$ cat src/rtl/multicycle_sequencer.sv
// Multi-cycle control sequencer for the 18-bit CPU datapath (FETCH/DECODE/EXEC/MEM/WB).
// Ports: clk, reset (async active-low), opcode/zf/cf/mem_ack in; memory, datapath strobes, state, bus_err out.
module multicycle_sequencer #(
    parameter int MEM_TIMEOUT = 15
) (
    input  logic       clk,
    input  logic       reset,
    input  logic [3:0] opcode,
    input  logic       zf,
    input  logic       cf,
    input  logic       mem_ack,
    output logic       mem_req,
    output logic       mem_we,
    output logic       mem_addr_sel,
    output logic       ir_write,
    output logic       pc_write,
    output logic       pc_src,
    output logic [2:0] alu_op,
    output logic       alu_src,
    output logic       reg_write,
    output logic       mem_to_reg,
    output logic       flag_write,
    output logic [2:0] state,
    output logic       bus_err
);

    localparam logic [2:0] S_FETCH  = 3'd0;
    localparam logic [2:0] S_DECODE = 3'd1;
    localparam logic [2:0] S_EXEC   = 3'd2;
    localparam logic [2:0] S_MEM    = 3'd3;
    localparam logic [2:0] S_WB     = 3'd4;
    localparam logic [2:0] S_ERR    = 3'd7;

    localparam logic [3:0] OP_NOP  = 4'h0;
    localparam logic [3:0] OP_ADD  = 4'h1;
    localparam logic [3:0] OP_ADDI = 4'h2;
    localparam logic [3:0] OP_AND  = 4'h3;
    localparam logic [3:0] OP_ANDI = 4'h4;
    localparam logic [3:0] OP_NAND = 4'h5;
    localparam logic [3:0] OP_NOR  = 4'h6;
    localparam logic [3:0] OP_JUMP = 4'h7;
    localparam logic [3:0] OP_LD   = 4'h8;
    localparam logic [3:0] OP_ST   = 4'h9;
    localparam logic [3:0] OP_CMP  = 4'hA;
    localparam logic [3:0] OP_JE   = 4'hB;
    localparam logic [3:0] OP_JA   = 4'hC;
    localparam logic [3:0] OP_JB   = 4'hD;
    localparam logic [3:0] OP_JAE  = 4'hE;
    localparam logic [3:0] OP_JBE  = 4'hF;

    // Last unacknowledged request cycle before the bus is declared dead.
    localparam logic [7:0] TMO_LAST = 8'(MEM_TIMEOUT - 1);

    logic [2:0] st_q;
    logic [2:0] st_d;
    logic [3:0] op_q;
    logic [7:0] cnt_q;

    logic       is_alu;
    logic       is_ldst;
    logic       is_jmp;
    logic       taken;
    logic       imm;
    logic [2:0] aop;
    logic       tmo;

    logic       req_c;
    logic       we_c;
    logic       sel_c;
    logic       irw_c;
    logic       pcw_c;
    logic       pcs_c;
    logic [2:0] aop_c;
    logic       asrc_c;
    logic       rw_c;
    logic       m2r_c;
    logic       fw_c;
    logic       err_c;

    // Instruction class decode of the latched opcode.
    always_comb begin
        is_alu  = 1'b0;
        is_ldst = 1'b0;
        is_jmp  = 1'b0;
        taken   = 1'b0;
        imm     = 1'b0;
        aop     = 3'b000;
        unique case (1'b1)
            (op_q == OP_ADD):  begin is_alu = 1'b1; aop = 3'b000; end
            (op_q == OP_ADDI): begin is_alu = 1'b1; aop = 3'b101; imm = 1'b1; end
            (op_q == OP_AND):  begin is_alu = 1'b1; aop = 3'b001; end
            (op_q == OP_ANDI): begin is_alu = 1'b1; aop = 3'b110; imm = 1'b1; end
            (op_q == OP_NAND): begin is_alu = 1'b1; aop = 3'b010; end
            (op_q == OP_NOR):  begin is_alu = 1'b1; aop = 3'b011; end
            (op_q == OP_LD),
            (op_q == OP_ST):   begin is_ldst = 1'b1; imm = 1'b1; end
            (op_q == OP_JUMP): begin is_jmp = 1'b1; taken = 1'b1; end
            (op_q == OP_JE):   begin is_jmp = 1'b1; taken = zf; end
            (op_q == OP_JA):   begin is_jmp = 1'b1; taken = !zf && !cf; end
            (op_q == OP_JB):   begin is_jmp = 1'b1; taken = !zf && cf; end
            (op_q == OP_JAE):  begin is_jmp = 1'b1; taken = !cf; end
            (op_q == OP_JBE):  begin is_jmp = 1'b1; taken = zf || cf; end
            default: ;
        endcase
    end

    // Fires on the MEM_TIMEOUT-th consecutive request cycle without ack.
    assign tmo = !mem_ack && (cnt_q == TMO_LAST);

    always_comb begin
        st_d   = st_q;
        req_c  = 1'b0;
        we_c   = 1'b0;
        sel_c  = 1'b0;
        irw_c  = 1'b0;
        pcw_c  = 1'b0;
        pcs_c  = 1'b0;
        aop_c  = 3'b000;
        asrc_c = 1'b0;
        rw_c   = 1'b0;
        m2r_c  = 1'b0;
        fw_c   = 1'b0;
        err_c  = 1'b0;
        case (st_q)
            S_FETCH: begin
                req_c = 1'b1;
                if (mem_ack) begin
                    irw_c = 1'b1;
                    st_d  = S_DECODE;
                end else if (tmo) begin
                    st_d = S_ERR;
                end
            end
            S_DECODE: begin
                // NOP retires here, before op_q holds it.
                if (opcode == OP_NOP) begin
                    pcw_c = 1'b1;
                    st_d  = S_FETCH;
                end else begin
                    st_d = S_EXEC;
                end
            end
            S_EXEC: begin
                st_d = S_FETCH;
                if (is_alu) begin
                    aop_c  = aop;
                    asrc_c = imm;
                    st_d   = S_WB;
                end else if (op_q == OP_CMP) begin
                    aop_c = 3'b100;
                    fw_c  = 1'b1;
                    pcw_c = 1'b1;
                end else if (is_ldst) begin
                    asrc_c = 1'b1;
                    st_d   = S_MEM;
                end else if (is_jmp) begin
                    pcw_c = 1'b1;
                    pcs_c = taken;
                end
            end
            S_MEM: begin
                req_c  = 1'b1;
                sel_c  = 1'b1;
                asrc_c = 1'b1;
                we_c   = (op_q == OP_ST);
                if (mem_ack) begin
                    if (op_q == OP_ST) begin
                        pcw_c = 1'b1;
                        st_d  = S_FETCH;
                    end else begin
                        st_d = S_WB;
                    end
                end else if (tmo) begin
                    st_d = S_ERR;
                end
            end
            S_WB: begin
                rw_c   = 1'b1;
                m2r_c  = (op_q == OP_LD);
                aop_c  = aop;
                asrc_c = imm;
                pcw_c  = 1'b1;
                st_d   = S_FETCH;
            end
            S_ERR: begin
                err_c = 1'b1;
            end
            default: st_d = S_FETCH;
        endcase
    end

    always_ff @(posedge clk or negedge reset) begin
        if (!reset) begin
            st_q  <= S_FETCH;
            op_q  <= OP_NOP;
            cnt_q <= 8'd0;
        end else begin
            st_q <= st_d;
            if (st_q == S_DECODE) begin
                op_q <= opcode;
            end
            // Leaving FETCH/MEM or getting an ack restarts the wait count.
            if (req_c && !mem_ack) begin
                cnt_q <= cnt_q + 8'd1;
            end else begin
                cnt_q <= 8'd0;
            end
        end
    end

    // Every output is held low while reset is asserted, with no clock needed.
    assign mem_req      = reset & req_c;
    assign mem_we       = reset & we_c;
    assign mem_addr_sel = reset & sel_c;
    assign ir_write     = reset & irw_c;
    assign pc_write     = reset & pcw_c;
    assign pc_src       = reset & pcs_c;
    assign alu_op       = reset ? aop_c : 3'b000;
    assign alu_src      = reset & asrc_c;
    assign reg_write    = reset & rw_c;
    assign mem_to_reg   = reset & m2r_c;
    assign flag_write   = reset & fw_c;
    assign state        = reset ? st_q : 3'b000;
    assign bus_err      = reset & err_c;

endmodule

$ cat config.mk
export PLATFORM = sky130hd
export DESIGN_NAME = multicycle_sequencer
export DESIGN_NICKNAME = d
export VERILOG_FILES = /design/src/rtl/multicycle_sequencer.sv
export SDC_FILE = /design/constraint.sdc
export NUM_CORES = 1
export LEC_CHECK = 0
export CAP_MARGIN = 20
export CORE_MARGIN = 5
export CORE_UTILIZATION = 53
export DETAILED_ROUTE_END_ITERATION = 7
export HOLD_SLACK_MARGIN = 0.15
export PLACE_DENSITY = 0.84
export SYNTH_ARGS = -nofsm -noshare
export SYNTH_HDL_FRONTEND = slang
export SYNTH_SLANG_ARGS = --single-unit
$ cat constraint.sdc
create_clock -name clk -period 3.63 [get_ports clk]
set_input_delay 0.726 -clock clk [delete_from_list [all_inputs] [get_ports clk]]
set_output_delay 0.726 -clock clk [all_outputs]
set_load 0.05 [all_outputs]
==> results by group <==
Synth
  • Post-synth EDFFs: 0
  • Asr flop ratio synth: 100%
  • Ranking of synthesized cells by area: dfrtp_1 (33%), nor2_1 (7.7%), mux2_2 (5.0%)
  • Post-synthesis cell type count: 41
  • Synth Flop Type: dfrtp_1
  • Most common cell in the netlist: nor2_1
  • Synth top area share: 33.4%
  • Syn nets: 143
  • Ys Warns: 0
  • Seq cells post-synth: 15
  • Commonest cells in the netlist: nor2_1 (23), dfrtp_1 (15), nand2_1 (8)
  • Cells after synthesis: 132
  • Seq/Total Area, Yosys: 33.4%
  • Yosys top cell by area: dfrtp_1
  • Syn avg cell area: 8.52 um^2
  • Mapped cell area: 1120 um^2

CTS
  • PostCTS Resize Cnt: 0
  • Worst-path clk slew: 80 ps
  • Clock Latency Late Sink: 280 ps
  • CTS tree: built
  • Clk buf depth: 2
  • Post-CTS Setup Inserts: 0
  • Root buffer selected by CTS: clkbuf_4
  • CTS H-tree depth: 1
  • CTS Sinks: 15
  • CTS buffer count: 3
  • Hold Buf Count CTS: 0

Setup path
  • Worst Path Arrival: 2450 ps
  • Crit-path cells: clkdlybuf4s50_1 -> or4_1 -> nor2_1 -> a41oi_1 -> o31ai_1 -> buf_12
  • CP max-delay cell: or4_1
  • Reg-to-reg critical path startpoint: st_q[1]
  • CP Data Required Time: 2900 ps
  • Worst Reg-to-Reg Cells: 4
  • Worst setup SP type: primary input
  • Crit-path max FO: 2
  • WS Path Type: primary input to primary output
  • Worst path max stage delay: 570 ps
  • Crit. End Element: primary output
  • R2r endpoint: st_q[1]
  • R2r setup slk: 1870 ps

Placed design
  • Post-DP HPWL: 2020 um
  • GP Congestion: 0.865
  • Port Buf Inserts: 25
  • Placed cell area: 1500 um^2

Routing
  • Via count: 1047
  • DR WL/cell: 14.9 um
  • Via/cell ratio: 5.85
  • Post-DRT Antenna Nets: 0
  • 1st-iter DRT viols: 27
  • # DRC: 0
  • Detailed Routing Iterations Pass 1: 4
  • Detailed Route WL: 2670 um

Floorplan
  • Die H: 56.1 um
  • Die X-Extent: 56.1 um
  • Core Area: 2000 um^2
  • Num rows: 16
  • IO Count: 26
  • Starting density of the core: 56.2%
  • Die ar.: 3140 um^2

STA
  • Slew @ Worst Pin: 584 ps
  • Setup TNS: 0 ps
  • Fin. max-slew vios: 0
  • RSZ-0062 raised after global routing: no
  • Post-route minimum period: 3180 ps
  • Slew margin rel.: 61.1%
  • Peak Freq: 315 MHz
  • Final hold viol count: 0
  • Clock Skew: 7.09 ps
  • Final critical-path share of the clock period: 87.6%
  • # setup viols final: 0
  • Hold Worst Slack: 517 ps

Global routing
  • Gr usage total: 17.5%
  • GR Util met3: 6.26%
  • Largest net degree at the start of global routing: 20
  • Grt met1 use: 23.4%
  • Gr ovfl total: 0
  • Antenna violations before repair: 0
  • First-pass GRT wire length: 4460 um
  • GR met2 Demand/Resource: 27.5%
  • GRT Max-Usage Layer: met2
  • Vias in the first global route: 954

Power and ir drop
  • Peak supply drop: 0.600 mV
  • Pwr Density: 713 nW/um^2
  • Leak Pwr: 0.641 nW

Run
  • Max_cap viols: 0

Worst hold path
  • Hold Path Cell Cnt: 1
  • Min-delay src: cnt_q[0]
  • Hold Path Sink: cnt_q[0]
  • Min-delay worst type: flip-flop to flip-flop

Layout
  • Design area: 1530 um^2
  • Share of layout cells above drive strength 1: 20.4%
  • # diodes: 0
  • Nets@finish: 164
  • Area grow syn2layout: 35.6%

Run status
  • Run status: finished clean
## placed cells by master (no fill, tap or decap), types with 2 or more instances in the layout
master	count
nand4bb_1	2
dfrtp_1	15
xnor2_1	3
nor3b_1	2
nor2_1	23
and3_1	6
nand3_1	6
o211ai_1	2
nor3_1	5
and2_1	4
nand4_1	2
nand2_1	8
ha_1	2
mux2_2	5
buf_12	14
a21oi_1	3
a31oi_1	2
inv_1	3
nand2b_1	2
or3_1	2
buf_4	4
clkdlybuf4s50_1	8
clkbuf_4	3
xor2_1	6
## cells by family (layout without fill, tap and decap cells)
kind of cell / count (synthesis) / count (layout) / synth area share [%]
buffers and inverters: 13 / 33 / 5.90
AOI/OAI and AO/OA: 18 / 18 / 12.1
adders and majority gates: 2 / 2 / 2.22
muxes: 6 / 6 / 5.90
DFF: 15 / 15 / 33.4
xor gates and xnor gates: 10 / 10 / 8.45
and+or+nand+nor: 68 / 68 / 32.0
## critical path, delay by kind of cell
family | cells | cell delay [ps]
AND/OR/NAND/NOR | 2 | 680
AO/OA/AOI/OAI | 2 | 440
buffers and inverters | 2 | 600
## how the worst max path moves through the flow
| stage | from | cells past startpoint | end |
|---|---|---|---|
| after floorplan | opcode[1] | 4 | pc_write |
| after global placement | opcode[1] | 6 | pc_write |
| after detailed placement | opcode[1] | 6 | pc_write |
| after CTS | opcode[1] | 6 | pc_write |
| after global routing | opcode[1] | 6 | pc_write |
| final | opcode[1] | 6 | pc_write |
## power breakdown
part / total [mW] / switching, mW / internal [mW]
logic: 0.617 / 0.318 / 0.300
registers: 0.379 / 0.168 / 0.211
clock network: 0.0918 / 0.0492 / 0.0426
## through the flow
stage | utilization [%] | worst slack [ps] | cells | power, mW
3_5_place_dp | 74.9 | 447 | 175 | 0.995
2_1_floorplan | - | 272 | 132 | 0.803
6_report | 76.2 | 452 | 179 | 1.09
4_1_cts | 76.2 | 446 | 179 | 1.09
3_3_place_gp | 74.9 | 432 | 175 | 0.966
5_1_grt | 76.2 | 363 | 179 | 1.16
## cell type report
cell class                      count  area (um^2)
Fill cell                         140          477
Multi-Input combinational cell    104          688
Timing Repair Buffer               26          390
Tap cell                           27         33.8
Clock buffer                        4         26.3
Sequential cell                    15          375
Inverter                            3         11.3
## metal layers
layer | wire, um | vias up
met5 | 0 | -
met4 | 12 | 0
met3 | 174 | 2
met2 | 1280 | 38
met1 | 1200 | 495
li1 | - | 512
## sequential cells by signal (all words and copies together), names as in the netlist
| register | count |
|---|---|
| cnt_q | 8 |
| op_q | 4 |
| st_q | 3 |
Note: power is estimated with default switching activity, not from simulation.
